File: src/rtl/jt51_exp2lin_mix.sv
// Float-to-linear expander and CH-sample mixer for the DAC path, valid/ready in and out.
// Optional `JT51_EXP2LIN_SAT_EN: saturate the mixed frame and report clamping on ovf.
module jt51_exp2lin_mix #(
    parameter int unsigned MW = 10,
    parameter int unsigned EW = 3,
    parameter int unsigned OW = 16,
    parameter int unsigned CH = 2
) (
    input  logic                  clk,
    input  logic                  rst_n,
    input  logic                  in_valid,
    output logic                  in_ready,
    input  logic [MW-1:0]         man,
    input  logic [EW-1:0]         exp,
    output logic                  out_valid,
    input  logic                  out_ready,
    output logic [OW-1:0]         lin,
    output logic [$clog2(CH):0]   slot
`ifdef JT51_EXP2LIN_SAT_EN
    ,
    output logic                  ovf
`endif
);

    localparam int unsigned ACCW = OW + $clog2(CH);
    localparam int unsigned SW   = $clog2(CH) + 1;

    if (OW < MW + 2**EW - 2) begin : g_bad_ow
        $error("jt51_exp2lin_mix: OW too small for MW/EW");
    end
    if (CH < 1) begin : g_bad_ch
        $error("jt51_exp2lin_mix: CH must be >= 1");
    end

    logic            in_fire;
    logic            last_in;
    logic [SW-1:0]   slot_q, slot_d;
    logic [OW-1:0]   man_ext, x_d;

    logic            s1_valid_q, s1_valid_d;
    logic            s1_last_q;
    logic [OW-1:0]   s1_x_q;
    logic            consume;

    logic [ACCW-1:0] acc_q, acc_d, sum;
    logic [OW-1:0]   lin_q, lin_d, fmt_lin;
    logic            out_valid_q, out_valid_d;
    logic            fmt_ovf;

    assign in_ready = ~out_valid_q | out_ready;
    assign in_fire  = in_valid & in_ready;
    assign last_in  = (slot_q == SW'(CH - 1));

    // Stage 1: expansion and input-side channel count
    always_comb begin
        man_ext = OW'($signed(man));
        x_d     = '0;
        if (exp != '0) begin
            x_d = man_ext << (exp - EW'(1));
        end
        slot_d = slot_q;
        if (in_fire) begin
            slot_d = last_in ? '0 : slot_q + SW'(1);
        end
    end

    // A last sample only waits when a previous frame is still stalled (reachable with CH=1).
    assign consume    = s1_valid_q & ~(s1_last_q & out_valid_q & ~out_ready);
    assign s1_valid_d = in_fire | (s1_valid_q & ~consume);

    always_ff @(posedge clk or negedge rst_n) begin
        if (!rst_n) begin
            s1_valid_q <= 1'b0;
            s1_last_q  <= 1'b0;
            s1_x_q     <= '0;
            slot_q     <= '0;
        end else begin
            s1_valid_q <= s1_valid_d;
            slot_q     <= slot_d;
            if (in_fire) begin
                s1_x_q    <= x_d;
                s1_last_q <= last_in;
            end
        end
    end

    // Stage 2: accumulate and format
    assign sum = acc_q + ACCW'($signed(s1_x_q));

`ifdef JT51_EXP2LIN_SAT_EN
    localparam logic [ACCW-1:0] SMAX = {{(ACCW-OW+1){1'b0}}, {(OW-1){1'b1}}};
    localparam logic [ACCW-1:0] SMIN = {{(ACCW-OW+1){1'b1}}, {(OW-1){1'b0}}};

    always_comb begin
        fmt_lin = sum[OW-1:0];
        fmt_ovf = 1'b0;
        if ($signed(sum) > $signed(SMAX)) begin
            fmt_lin = SMAX[OW-1:0];
            fmt_ovf = 1'b1;
        end else if ($signed(sum) < $signed(SMIN)) begin
            fmt_lin = SMIN[OW-1:0];
            fmt_ovf = 1'b1;
        end
    end
`else
    logic sum_unused;
    assign sum_unused = ^sum;
    assign fmt_lin    = sum[OW-1:0];
    assign fmt_ovf    = 1'b0;
`endif

    always_comb begin
        acc_d       = acc_q;
        lin_d       = lin_q;
        out_valid_d = out_valid_q & ~out_ready;
        if (consume) begin
            if (s1_last_q) begin
                lin_d       = fmt_lin;
                out_valid_d = 1'b1;
                acc_d       = '0;
            end else begin
                acc_d = sum;
            end
        end
    end

    always_ff @(posedge clk or negedge rst_n) begin
        if (!rst_n) begin
            acc_q       <= '0;
            lin_q       <= '0;
            out_valid_q <= 1'b0;
        end else begin
            acc_q       <= acc_d;
            lin_q       <= lin_d;
            out_valid_q <= out_valid_d;
        end
    end

`ifdef JT51_EXP2LIN_SAT_EN
    logic ovf_q;
    always_ff @(posedge clk or negedge rst_n) begin
        if (!rst_n) begin
            ovf_q <= 1'b0;
        end else if (consume && s1_last_q) begin
            ovf_q <= fmt_ovf;
        end
    end
    assign ovf = ovf_q;
`else
    logic fmt_ovf_unused;
    assign fmt_ovf_unused = fmt_ovf;
`endif

    assign out_valid = out_valid_q;
    assign lin       = lin_q;
    assign slot      = slot_q;

endmodule
File: config.mk
export PLATFORM = sky130hd
export DESIGN_NAME = jt51_exp2lin_mix
export DESIGN_NICKNAME = d
export VERILOG_FILES = /design/src/rtl/jt51_exp2lin_mix.sv
export SDC_FILE = /design/constraint.sdc
export NUM_CORES = 1
export LEC_CHECK = 0
export ABC_AREA = 1
export BUFFER_PORTS_ARGS = -buffer_cell sky130_fd_sc_hd__buf_4
export CAP_MARGIN = 20
export CORE_MARGIN = 5
export CORE_UTILIZATION = 39
export DETAILED_ROUTE_END_ITERATION = 8
export GPL_TIMING_DRIVEN = 0
export HOLD_SLACK_MARGIN = 0.12
export MAX_ROUTING_LAYER = met4
export PLACE_DENSITY = 0.58
export SYNTH_ARGS = -nofsm -noshare
export SYNTH_HDL_FRONTEND = slang
export SYNTH_SLANG_ARGS = --single-unit
export TNS_END_PERCENT = 1
File: constraint.sdc
create_clock -name clk -period 2.22 [get_ports clk]
set_clock_uncertainty 0.2 [all_clocks]
set_input_delay 0.555 -clock clk [delete_from_list [all_inputs] [get_ports clk]]
set_output_delay 0.555 -clock clk [all_outputs]
set_load 0.01 [all_outputs]
# ---- Word-level counts from Yosys, hierarchy flattened
# Index checks and enable logic that the tools add are counted.
dict set report totals {
  out_inout_bits 20
  reg_bits 54
}
dict set report classes {
  addsub 3
  bitwise 12
  n_eq_ne 1
  shift 1
  n_mux 5
  reduce_logical 2
}
# op n
set ops {}
lappend ops {{$add A17 B17 Y17} 1}
lappend ops {{$mux W17} 1}
lappend ops {{$mux W16} 1}
lappend ops {{$shl A16 B3 Y16} 1}
lappend ops {{$and A1 B1 Y1} 6}
lappend ops {{$not A1 Y1} 4}
lappend ops {{$reduce_bool A3 Y1} 1}
lappend ops {{$sub A3 B1 Y3 const B} 1}
lappend ops {{$add A2 B1 Y2 const B} 1}
lappend ops {{$eq A2 B1 Y1 const B} 1}
lappend ops {{$mux W1} 2}
lappend ops {{$mux W2} 1}
lappend ops {{$or A1 B1 Y1} 2}
lappend ops {{$reduce_and A2 Y1} 1}

# ---- Logic depth before layout (Yosys ltp)
dict set report logic_depth {
  word_depth 7
  mapped_depth 11
  ltp_nobuf 11
}

# ---- Least setup slack after synthesis
# Ideal clock, no wire load.
dict set report synth_path {
  path_kind {register to register}
  startpoint {register s1_x_q[0]}
  endpoint {register acc_q[6]}
  setup_slack_ps 345
  stages_incl_launch_ff 10
  arrival_ps 1557
  path_cell_list {dfrtp_1 ha_1 fa_1 nand2_1 nand2_1 nand3b_1 nand2_1 or2_1 nand3_1 nand2_1}
}
dict set report synth_between {
  elab_chain_cells 2
}
# element line_no
set synth_rtl {}
lappend synth_rtl {{start, declared} 42} ;# logic [OW-1:0] s1_x_q;
lappend synth_rtl {{start signal, assigned} 75} ;# s1_x_q <= '0;
lappend synth_rtl {{start signal, assigned} 81} ;# s1_x_q <= x_d;
lappend synth_rtl {{$add A17 B17 Y17} 88} ;# assign sum = acc_q + ACCW'($signed(s1_x_q));
lappend synth_rtl {{$mux W17} 117} ;# if (s1_last_q) begin
lappend synth_rtl {{end signal, assigned} 129} ;# acc_q <= '0;
lappend synth_rtl {{end signal, assigned} 133} ;# acc_q <= acc_d;
lappend synth_rtl {{end, declared} 45} ;# logic [ACCW-1:0] acc_q, acc_d, sum;
# No other way between the ends.
# A chain may end at the register's enable or synchronous reset.

# ---- Worst setup path after layout
dict set report layout_path {
  startpoint {register s1_x_q[0]}
  endpoint {register lin_q[6], in the netlist lin[6]}
}
dict set report layout_between {
  elab_chain_cells 1
}
# element line_no
set layout_rtl {}
lappend layout_rtl {{$add A17 B17 Y17} 88}
lappend layout_rtl {{end signal, assigned} 134} ;# lin_q <= lin_d;
lappend layout_rtl {{end, declared} 46} ;# logic [OW-1:0] lin_q, lin_d, fmt_lin;
# No other way between the ends.

==> results_dict.tcl <==
set metrics [dict create \
    status "finished, final reports clean" \
    tns_ns 0 \
    setup_ws_ns 0.120 \
    grt_first_pass_wirelength_um 12400 \
    antenna_cells 0 \
    top_layer_used "met4" \
    ys_seq_area_share_pct 40.9 \
    fp.dieW_um 101 \
    cp-start-kind "flop" \
    cts.repair.resized 0 \
    antenna_found_initial 0 \
    crit_fanout 4 \
    worstMarginPinSlew_ns 0.670 \
    die-area_sq_mm 0.0102 \
    critPathMaxStageDelay_ns 0.42 \
    fin_util_pct 46.2 \
    ys_warn_count 0 \
    wl_per_cell_um 12.1 \
    grt_max_degree 54 \
    coreArea_sq_mm 0.00818 \
    cts_buffers 5 \
    cp-end-kind "flop" \
    ant_nets 0 \
    cts.htree.levels 2 \
    leakagePower_nw 2.08 \
    port_buffers 36 \
    ys.flop_type "dfrtp_1" \
    yosys-top-cells-count "nand2_1 (180), dfrtp_1 (53), inv_1 (46), nand3_1 (33), o21ai_0 (27)" \
    synth_area_leader_cell "dfrtp_1" \
    cts.sinks 53 \
    wirelength_um 7150 \
    fill_cells 845 \
    area_delta_synth_final_pct 16.3 \
    multiInputGateArea_sq_mm 0.00166 \
    avgViaCountPerCell 4.73 \
    synth_cell_types 36 \
    crit_chain "ha_1 -> fa_1 -> nand2_1 -> nand2_1 -> nand3b_1 -> nand2_1 -> or2_1 -> nand3_1 -> nand2_1" \
    track_usage_pct 15.5 \
    p_per_area_mw_per_mm2 1190 \
    ctsLongestPathBuffers 2 \
    synth.most_common_cell "nand2_1" \
    fin_crit_sh_pct 94.6 \
    ys_async_sr_fraction_pct 100 \
    crit_type "flop to flop" \
    syn_nets 478 \
    drt_drc_violations_left 0 \
    synth_area_sq_mm 0.00325 \
    wl_met1_um 3650 \
    crit_arrival_ns 2.11 \
    grt_pass1_vias 2674 \
    die_h_um 101 \
    layout.nets 522 \
    cts_tree "built" \
    rsz0062_at_grt "false" \
    first_pass_iters 4 \
    fmax_mhz 476 \
    setup_viol 0 \
    crit_required_ns 2.23 \
    synth.area.top_cells "dfrtp_1 (41%), nand2_1 (21%), ha_1 (6.6%)" \
    clkTransAtPathRegs_ns 0.11 \
    row_count 33 \
    vdd_drop_max_mv 0.364 \
    seq_area_sq_mm 0.00133 \
    fin_cells 593 \
    synth-edff-count 0 \
    met3_length_um 176 \
    hold_viol_final 0 \
    crit_top_cell "nand2_1" \
    grt-ovfl-total 0 \
    postSynthAreaPerCell_sq_um 7.33 \
    root_buffer "clkbuf_8" \
    drive_gt1_share_pct 15.8 \
    cpMaxStageDelayCell "dfrtp_1" \
    insertion_delay_ns 0.31 \
    ios 37 \
    slew_violations 0 \
    dp_slack_ns 0.127 \
    dp.cells 584 \
    cap_violations 0 \
    met2_length_um 3190 \
    num_vias 2802 \
    initial_core_util_pct 39.7 \
    ys_seq_elements 53 \
    finalPower_mw 4.49 \
    gp_congestion 0.943 \
    place_area_sq_mm 0.00365 \
    synthCells 443 \
    hold_class "flop to flop" \
    synthDominantCellAreaShare_pct 40.9 \
    holdWs_ns 0.288 \
    period_needed_ns 2.10 \
    post-cts-setup-buffers 0 \
    first_iter_violations 79 \
    dp_hpwl_um 5750 \
    final_area_sq_mm 0.00377 \
    relSlewSlack_pct 55.3 \
]
## sequential cells by signal, indices dropped and copies added (netlist names)
name,cells
acc_q,16
lin,16
s1_x_q,16
slot,2
out_valid,1
s1_last_q,1
s1_valid_q,1
## layout by cell type (no fill, tap or decap), types with 2 or more instances in the layout
cell type and n:
nor3_2 2, clkbuf_8 5, inv_2 7, or2_1 5, nand2_1 180, dfrtp_1 53
a21oi_1 7, ha_1 17, nand2_2 8, nand3_1 33, o211ai_1 5, nor2_2 2
o21ai_0 27, xor2_1 3, nor2_1 14, buf_4 40, inv_1 46, nand3b_1 4
xnor2_1 4, buf_2 5
## final timing paths
check	cells after the start	startpoint	end	slack [ns]
setup reg to reg	9	s1_x_q[0]$_DFFE_PN0P_	lin[6]$_DFFE_PN0P_	0.12
hold / removal	2	lin[15]$_DFFE_PN0P_	lin[15]$_DFFE_PN0P_	0.29
hold reg to reg	2	lin[15]$_DFFE_PN0P_	lin[15]$_DFFE_PN0P_	0.29
setup / recovery	9	s1_x_q[0]$_DFFE_PN0P_	lin[6]$_DFFE_PN0P_	0.12
min in group asynchronous	2	rst_n	slot[1]$_DFFE_PN0P_	0.61
max in group asynchronous	2	rst_n	lin[12]$_DFFE_PN0P_	0.76
## cells by family (layout without fill, tap and decap cells)
logic type / after synthesis / count (layout) / share of synthesized area [%]
compound gates: 47 / 47 / 8.60
fa+ha+maj: 18 / 18 / 7.17
mux: 1 / 1 / 0.308
buf+inv: 63 / 108 / 7.94
simple gates: 254 / 254 / 33.2
flops: 53 / 53 / 40.9
xor+xnor: 7 / 7 / 1.89
## cell type report
| type | count | share of cell area (%) |
|---|---|---|
| plain buffers | 9 | 1.46 |
| clock buffers | 5 | 1.82 |
| clock inverters | 3 | 1.29 |
| inverters | 54 | 5.37 |
| multi-input cells | 327 | 44.0 |
| flip-flops and latches | 53 | 35.1 |
| well taps | 105 | 3.48 |
| repair buffers | 37 | 7.42 |
## report_power, final
part           switching [mW]  total, mW  internal [mW]  leakage [nW]
Clock                   0.348      0.692          0.344        0.0563
Sequential              0.231       1.56           1.33         0.679
Combinational            1.35       2.24          0.896          1.34
## metal layers
layer | up-vias | track usage, %
li1 | 1489 | -
met1 | 1265 | 21.4
met2 | 38 | 23.6
met3 | 10 | 2.20
met4 | 0 | 4.81
met5 | - | -
## timing repair
item,in CTS,in global routing
hold endpoints to repair,53,0
setup endpoints to repair,0,0
hold buffers,1,0
## worst max-delay path: cells and delay by family (launching register included)
kind	cells	cell delay (ns)
flops	1	0.42
fa+ha+maj	2	0.64
simple gates	7	0.74
(Power assumes the default switching activity.)
